===== src/rtl/crypt_pkg.sv =====
// Shared types and constants for the decryption-core sequencer.
package crypt_pkg;

  typedef enum logic [2:0] {IDLE, CFG, ALIGN, RUN, DRAIN} state_e;

  localparam logic [1:0] DIR_NONE  = 2'b00;
  localparam logic [1:0] DIR_RIGHT = 2'b01;
  localparam logic [1:0] DIR_LEFT  = 2'b10;

  localparam int SHIFT_MOD  = 26;
  localparam int KEY_PHASES = 3;

  typedef struct packed {
    logic is_real;
    logic last;
  } tag_t;

  function automatic logic [1:0] sanitize_dir(input logic [1:0] raw);
    logic [1:0] d;
    case (raw)
      DIR_RIGHT: d = DIR_RIGHT;
      DIR_LEFT:  d = DIR_LEFT;
      default:   d = DIR_NONE;
    endcase
    return d;
  endfunction

  // Raw shift is at most 31, so a single conditional subtract folds it into 0..25.
  function automatic logic [4:0] fold_shift(input logic [4:0] raw);
    return (raw >= 5'(SHIFT_MOD)) ? raw - 5'(SHIFT_MOD) : raw;
  endfunction

endpackage


===== src/rtl/crypt_out_fifo.sv =====
// First-word fall-through output FIFO; head entry is presented combinationally.
module crypt_out_fifo #(
  parameter int W     = 9,
  parameter int DEPTH = 4
) (
  input  logic                       clk_i,
  input  logic                       rst_ni,
  input  logic                       push_i,
  input  logic [W-1:0]               wdata_i,
  input  logic                       pop_i,
  output logic [W-1:0]               rdata_o,
  output logic                       valid_o,
  output logic [$clog2(DEPTH):0]     count_o
);

  localparam int AW = $clog2(DEPTH);
  localparam int CW = AW + 1;

  logic [W-1:0]  mem_q [DEPTH];
  logic [AW-1:0] wr_q, rd_q;
  logic [CW-1:0] cnt_q;
  logic          do_push, do_pop;

  assign do_pop  = pop_i && (cnt_q != '0);
  // A full FIFO may still take a write when the head leaves in the same cycle.
  assign do_push = push_i && ((cnt_q < CW'(DEPTH)) || do_pop);

  always_ff @(posedge clk_i or negedge rst_ni) begin
    if (!rst_ni) begin
      wr_q  <= '0;
      rd_q  <= '0;
      cnt_q <= '0;
    end else begin
      if (do_push) wr_q <= wr_q + 1'b1;
      if (do_pop)  rd_q <= rd_q + 1'b1;
      cnt_q <= cnt_q + CW'(do_push) - CW'(do_pop);
    end
  end

  always_ff @(posedge clk_i) begin
    if (do_push) mem_q[wr_q] <= wdata_i;
  end

  assign valid_o = (cnt_q != '0);
  assign rdata_o = valid_o ? mem_q[rd_q] : '0;
  assign count_o = cnt_q;

endmodule


===== src/rtl/crypt_stream_ctrl.sv =====
// Sequencer feeding the stall-able byte decryption core, with output FIFO.
// Optional statistics counters are compiled in with CRYPT_CTRL_STATS_EN.
module crypt_stream_ctrl #(
  parameter int N           = 8,
  parameter int LAT         = 3,
  parameter int OFIFO_DEPTH = 4,
  parameter int KEY_PHASES  = 3
) (
  input  logic         clock,
  input  logic         rst,
  input  logic [1:0]   cfg_direction,
  input  logic [4:0]   cfg_shift,
  input  logic         s_valid,
  output logic         s_ready,
  input  logic [N-1:0] s_data,
  input  logic         s_first,
  input  logic         s_last,
  output logic         core_en,
  output logic [N-1:0] core_din,
  output logic [1:0]   core_direction,
  output logic [4:0]   core_shift_num,
  input  logic [N-1:0] core_dout,
  output logic         m_valid,
  input  logic         m_ready,
  output logic [N-1:0] m_data,
  output logic         m_last,
  output logic         busy,
  output logic         err_cfg
`ifdef CRYPT_CTRL_STATS_EN
  ,
  output logic [15:0]  stat_bytes,
  output logic [15:0]  stat_frames,
  output logic [15:0]  stat_pads
`endif
);

  import crypt_pkg::*;

  localparam int PH_W = (KEY_PHASES > 1) ? $clog2(KEY_PHASES) : 1;
  localparam int CW   = $clog2(OFIFO_DEPTH) + 1;

  state_e            state_q;
  logic [PH_W-1:0]   phase_q, phase_d;
  tag_t [LAT-1:0]    tag_q;
  tag_t              tag_new;
  logic [1:0]        dir_q;
  logic [4:0]        shift_q;
  logic              err_q;
  logic [CW-1:0]     fifo_cnt;
  logic [N:0]        fifo_rdata;
  logic              fifo_valid;
  logic              space, step, inflight, push, pop;

  always_comb begin
    inflight = 1'b0;
    for (int i = 0; i < LAT; i++) inflight = inflight | tag_q[i].is_real;
  end

  // Step decision uses the FIFO count before any same-cycle pop.
  always_comb begin
    space    = (fifo_cnt < CW'(OFIFO_DEPTH));
    step     = 1'b0;
    core_din = '0;
    tag_new  = '0;
    s_ready  = 1'b0;
    unique case (state_q)
      ALIGN: step = (phase_q != '0) && space;
      RUN: begin
        s_ready = space;
        if (s_valid && space) begin
          step            = 1'b1;
          core_din        = s_data;
          tag_new.is_real = 1'b1;
          tag_new.last    = s_last;
        end
      end
      DRAIN:   step = inflight && space;
      default: step = 1'b0;
    endcase
    phase_d = (phase_q == PH_W'(KEY_PHASES - 1)) ? '0 : phase_q + 1'b1;
  end

  assign core_en = step;
  assign push    = step && tag_q[LAT-1].is_real;
  assign pop     = fifo_valid && m_ready;

  always_ff @(posedge clock or negedge rst) begin
    if (!rst) begin
      state_q <= IDLE;
      phase_q <= '0;
      tag_q   <= '0;
      dir_q   <= DIR_NONE;
      shift_q <= '0;
      err_q   <= 1'b0;
    end else begin
      unique case (state_q)
        IDLE: if (s_valid && s_first) state_q <= CFG;
        CFG: begin
          dir_q   <= sanitize_dir(cfg_direction);
          shift_q <= fold_shift(cfg_shift);
          if (cfg_direction == 2'b11) err_q <= 1'b1;
          state_q <= (phase_q != '0) ? ALIGN : RUN;
        end
        ALIGN:   if (phase_q == '0) state_q <= RUN;
        RUN:     if (step && s_last) state_q <= DRAIN;
        DRAIN:   if (!inflight) state_q <= IDLE;
        default: state_q <= IDLE;
      endcase
      // The tag at the tail belongs to the byte the core is emitting this step.
      if (step) begin
        phase_q <= phase_d;
        tag_q   <= {tag_q[LAT-2:0], tag_new};
      end
    end
  end

  crypt_out_fifo #(
    .W     (N + 1),
    .DEPTH (OFIFO_DEPTH)
  ) u_fifo (
    .clk_i   (clock),
    .rst_ni  (rst),
    .push_i  (push),
    .wdata_i ({tag_q[LAT-1].last, core_dout}),
    .pop_i   (pop),
    .rdata_o (fifo_rdata),
    .valid_o (fifo_valid),
    .count_o (fifo_cnt)
  );

  assign m_valid        = fifo_valid;
  assign m_data         = fifo_rdata[N-1:0];
  assign m_last         = fifo_rdata[N];
  assign core_direction = dir_q;
  assign core_shift_num = shift_q;
  assign err_cfg        = err_q;
  assign busy           = (state_q != IDLE) || (fifo_cnt != '0);

`ifdef CRYPT_CTRL_STATS_EN
  logic [15:0] bytes_q, frames_q, pads_q;

  always_ff @(posedge clock or negedge rst) begin
    if (!rst) begin
      bytes_q  <= '0;
      frames_q <= '0;
      pads_q   <= '0;
    end else begin
      if (push && (bytes_q != 16'hFFFF)) bytes_q <= bytes_q + 1'b1;
      if (push && tag_q[LAT-1].last && (frames_q != 16'hFFFF)) frames_q <= frames_q + 1'b1;
      if (step && !tag_new.is_real && (pads_q != 16'hFFFF)) pads_q <= pads_q + 1'b1;
    end
  end

  assign stat_bytes  = bytes_q;
  assign stat_frames = frames_q;
  assign stat_pads   = pads_q;
`endif

endmodule


===== config.mk =====
export PLATFORM = sky130hd
export DESIGN_NAME = crypt_stream_ctrl
export DESIGN_NICKNAME = d
export VERILOG_FILES = /design/src/rtl/crypt_pkg.sv /design/src/rtl/crypt_out_fifo.sv /design/src/rtl/crypt_stream_ctrl.sv
export SDC_FILE = /design/constraint.sdc
export NUM_CORES = 1
export LEC_CHECK = 0
export BUFFER_PORTS_ARGS = -buffer_cell sky130_fd_sc_hd__buf_2
export CORE_MARGIN = 1
export CORE_UTILIZATION = 55
export CTS_BUF_LIST = sky130_fd_sc_hd__clkbuf_4 sky130_fd_sc_hd__clkbuf_8
export CTS_CLUSTER_SIZE = 25
export DETAILED_ROUTE_END_ITERATION = 7
export PLACE_DENSITY_LB_ADDON = 0.25
export SYNTH_ARGS = -nofsm -noshare
export SYNTH_HDL_FRONTEND = slang
export SYNTH_HIERARCHICAL = 1
export SYNTH_SLANG_ARGS = --single-unit

===== constraint.sdc =====
create_clock -name clock -period 4.2 [get_ports clock]
set_input_delay 0 -clock clock [delete_from_list [all_inputs] [get_ports clock]]
set_output_delay 0 -clock clock [all_outputs]
set_load 0.02 [all_outputs]

==> results.txt <==
----------------------------------------------------
[Status]
  Result of the run ... finished clean

[Logic synthesis]
  Distinct cell type count of the synthesized netlist ... 37
  Number of warnings issued by yosys ... 6
  EDFF count, synth ... 36
  Async SR Flop Fraction ... 41.94%
  Cell count after synthesis ... 191
  Synth Net Count ... 228
  Top_reg_cell synth ... sky130_fd_sc_hd__edfxtp_1
  Yosys reg bits ... 62
  Syn avg cell area ... 14.51 um^2
  Post-synthesis cell area ... 2771 um^2
  Post-synthesis sequential area ratio ... 62.48%

[Layout]
  Ratio of cells with drive above 1 in the final layout ... 33.21%
  Total inserted antenna cells ... 0
  Util after Layout ... 72.63%
  Number of nets in the layout ... 306
  Most frequent standard cell in the layout excluding fill and tap cells ... sky130_fd_sc_hd__buf_2
  Number of fillers in the final layout ... 339
  Commonest cells after routing, fill and taps aside ... sky130_fd_sc_hd__buf_2 (57), sky130_fd_sc_hd__edfxtp_1 (36), sky130_fd_sc_hd__dfrtp_1 (26), sky130_fd_sc_hd__and2_1 (23), sky130_fd_sc_hd__dlygate4sd3_1 (16)
  P&R area growth vs syn ... 25.42%

[Drt]
  # DRC ... 0
  Number of iterations in the first detailed-routing pass ... 4
  Remaining antenna violation count after routing ... 0
  Count of vias placed by the detailed router ... 1674
  Vias per Instance ... 4.909
  Total routed wirelength ... 4566 um
  Detailed Route Iter0 Violations ... 148
  Average wire per standard cell ... 13.39 um

[CTS]
  Clock insertion delay at the later pin of the skew report ... 0.33 ns
  TritonCTS clock tree ... done
  Clock tree root buffer cell ... sky130_fd_sc_hd__clkbuf_8
  Maximum clock path buffer count ... 2
  Register clock-pin slew on the reported worst setup and hold paths ... 0.06 ns
  Post-CTS Setup Repair Bufs ... 0
  Clk sinks ... 62
  Number of H-tree branching levels ... 3
  CTS Buf Count ... 9

[STA]
  Slew margin rel. ... 58.60%
  Final setup violating endpoints ... 0
  Fmax achieved ... 0.3152 GHz
  Worst-case clock skew ... 0.005336 ns
  Final-report hold violation count ... 0
  Setup repair after global routing missed its margin ... false
  Final worst path period need ... 3.173 ns
  Actual transition at the worst max-transition pin ... 0.6210 ns
  TNS Setup ... 0 ns
  Part of the cycle the worst path needs ... 75.54%
  Number of max-slew violations in the final report ... 0

[Place]
  Buffers added on ports ... 57
  DP HPWL ... 3133 um
  Placer's final routability congestion estimate ... 0.7498

[Floorplanning]
  Total number of placement rows ... 25
  Horizontal die dimension ... 72.99 um
  IO Pins ... 58
  Core outline area ... 4786 um^2
  Vert. Die Dim ... 72.99 um
  Effective utilization at floorplan ... 57.91%
  Die Outline Area ... 5327 um^2

[Min path]
  Classification of the worst-slack hold path ... input pin to register

[Global routing]
  Overflow after GRT ... 0
  Via count of the first global-routing pass ... 1727
  Pin count of the biggest net entering global routing ... 27
  Overall fraction of global-route tracks in use ... 20.39%
  Global-route wire length before repair ... 7776 um
  Number of antenna violations at the first check in global routing ... 0

[Pwr]
  Maximum resistive drop on vdd ... 0.5441 mV
  Sum of internal, switching and leakage power ... 2.391 mW
  Power Density ... 688.0 nW/um^2
  Part of the total power dissipated in combinational logic ... 36.8%
  Clock network fraction of design power ... 23.3%
  Sequential cell fraction of total power ... 39.8%
  Leakage Power ... 1.484 nW
  Switching power of the nets ... 0.8067 mW
  Switching share of power ... 33.73%
  Design internal power ... 1.585 mW

[Worst setup path]
  Crit-path max FO ... 12
  CP peak stage delay ... 0.44 ns
  Type of the worst setup path ... register to register
  Setup slack of the most critical reg-to-reg path ... 1.03 ns
  Crit path max-delay cell type ... sky130_fd_sc_hd__and4_1
  Cell-by-cell trace of the critical path ... nor2_1, and4_1, a311oi_4, buf_4, nor2b_1, o21a_1, inv_1, ha_1, inv_1, ha_1, fa_1, xnor2_1, xnor2_1
  Data required time at the worst endpoint ... 4.45 ns
  Critical path startpoint category ... register
  Critical Path Sink Type ... register
  Critical path arrival ... 3.42 ns

[Flow run]
  Max-Cap Viols ... 0

----------------------------------------------------
power groups by stage:
stage | Clock (mW) | Combinational, mW | Sequential [mW]
3_5_place_dp | 0 | 0.882 | 0.965
5_1_grt | 0.599 | 0.987 | 0.983
3_3_place_gp | 0 | 0.869 | 0.962
6_report | 0.558 | 0.881 | 0.953
4_1_cts | 0.568 | 0.893 | 0.956
2_1_floorplan | 0 | 0.686 | 0.939
cells by family (layout without fill, tap and decap cells):
logic type               count (synthesis)  after routing  synth area share (%)
flip-flops                              62             62                 62.48
XOR/XNOR                                 5              5                 1.580
adder cells (fa/ha/maj)                  8              8                 3.883
AND/OR/NAND/NOR                         56             56                 11.38
AO/OA/AOI/OAI                           23             23                 5.825
multiplexers                            18             18                 11.60
buffers and inverters                   19            102                 3.250
cells in the mapped netlist, types with 2 or more instances:
cell / count / area, um^2
sky130_fd_sc_hd__o21ai_0: 10 / 50.05
sky130_fd_sc_hd__buf_2: 3 / 15.01
sky130_fd_sc_hd__a21oi_1: 2 / 10.01
sky130_fd_sc_hd__o21a_1: 4 / 30.03
sky130_fd_sc_hd__nor2_1: 7 / 26.28
sky130_fd_sc_hd__inv_1: 12 / 45.04
sky130_fd_sc_hd__nand2b_1: 2 / 12.51
sky130_fd_sc_hd__nand3_1: 5 / 25.02
sky130_fd_sc_hd__mux2_4: 4 / 60.06
sky130_fd_sc_hd__mux4_2: 8 / 180.2
sky130_fd_sc_hd__buf_6: 2 / 22.52
sky130_fd_sc_hd__dfrtp_1: 26 / 650.6
sky130_fd_sc_hd__ha_1: 7 / 87.58
sky130_fd_sc_hd__or3_1: 2 / 12.51
sky130_fd_sc_hd__nand2_1: 9 / 33.78
sky130_fd_sc_hd__edfxtp_1: 36 / 1081
sky130_fd_sc_hd__xnor2_1: 4 / 35.03
sky130_fd_sc_hd__mux2_2: 4 / 45.04
sky130_fd_sc_hd__nor2b_1: 3 / 18.77
sky130_fd_sc_hd__clkbuf_1: 2 / 7.510
sky130_fd_sc_hd__and2_1: 23 / 143.9
registers in the layout, summed over array words and instances, names as in the netlist:
register        flops
u_fifo/mem_q       36
tag_q               6
core_shift_num      5
state_q             3
u_fifo/count_o      3
core_direction      2
phase_q             2
u_fifo/rd_q         2
u_fifo/wr_q         2
err_cfg             1
cell type report:
class | count | area, um^2 | share of cell area (%)
Sequential cell | 62 | 1732 | 49.82
Clock buffer | 11 | 138.9 | 3.996
Multi-Input combinational cell | 110 | 949.7 | 27.32
Clock inverter | 5 | 73.82 | 2.124
Tap cell | 67 | 83.83 | 2.412
Timing Repair Buffer | 74 | 452.9 | 13.03
Inverter | 12 | 45.04 | 1.296
what timing repair did:
item / CTS / global route
hold buffers: 16 / 0
endpoints found under the hold margin: 65 / 0
gates resized for setup: 0 / 0
critical path, delay by kind of cell (launching register included):
| family | cells | cell delay (ns) |
|---|---|---|
| AO/OA/AOI/OAI | 2 | 0.31 |
| XOR/XNOR | 2 | 0.32 |
| adder cells (fa/ha/maj) | 3 | 0.83 |
| buffers and inverters | 3 | 0.33 |
| flip-flops | 1 | 0.43 |
| AND/OR/NAND/NOR | 3 | 0.89 |
layer usage:
metal,GRT usage (%),part of all wire [%]
met1,25.24,45
met2,32.82,50
met3,5.387,3.4
met4,11.11,1.8
met5,0,0
worst paths after layout:
path | start | end | depth (start not counted)
worst max-delay path | state_q[2]$_DFFE_PN0P_ | u_fifo/count_o[2]$_DFF_PN0_ | 13
worst min-delay path | s_last | tag_q[0]$_DFFE_PN0N_ | 3
worst max register to register | state_q[2]$_DFFE_PN0P_ | u_fifo/count_o[2]$_DFF_PN0_ | 13
worst min register to register | err_cfg$_DFFE_PN0P_ | err_cfg$_DFFE_PN0P_ | 1
max in group asynchronous | rst | u_fifo/wr_q[0]$_DFFE_PN0P_ | 2
min in group asynchronous | rst | err_cfg$_DFFE_PN0P_ | 2
metrics by stage:
step	hold slack [ns]	worst slack, ns	cells	instance area [um^2]
floorplan	-0.2956	1.326	191	2771
global placement	0.03551	1.132	309	3103
detailed placement	0.03026	1.051	309	3103
CTS	0.01731	1.022	341	3476
global route	0.05089	0.7510	341	3476
finish	0.02889	1.027	341	3476
No activity file was read; power rests on OpenSTA's default activity.
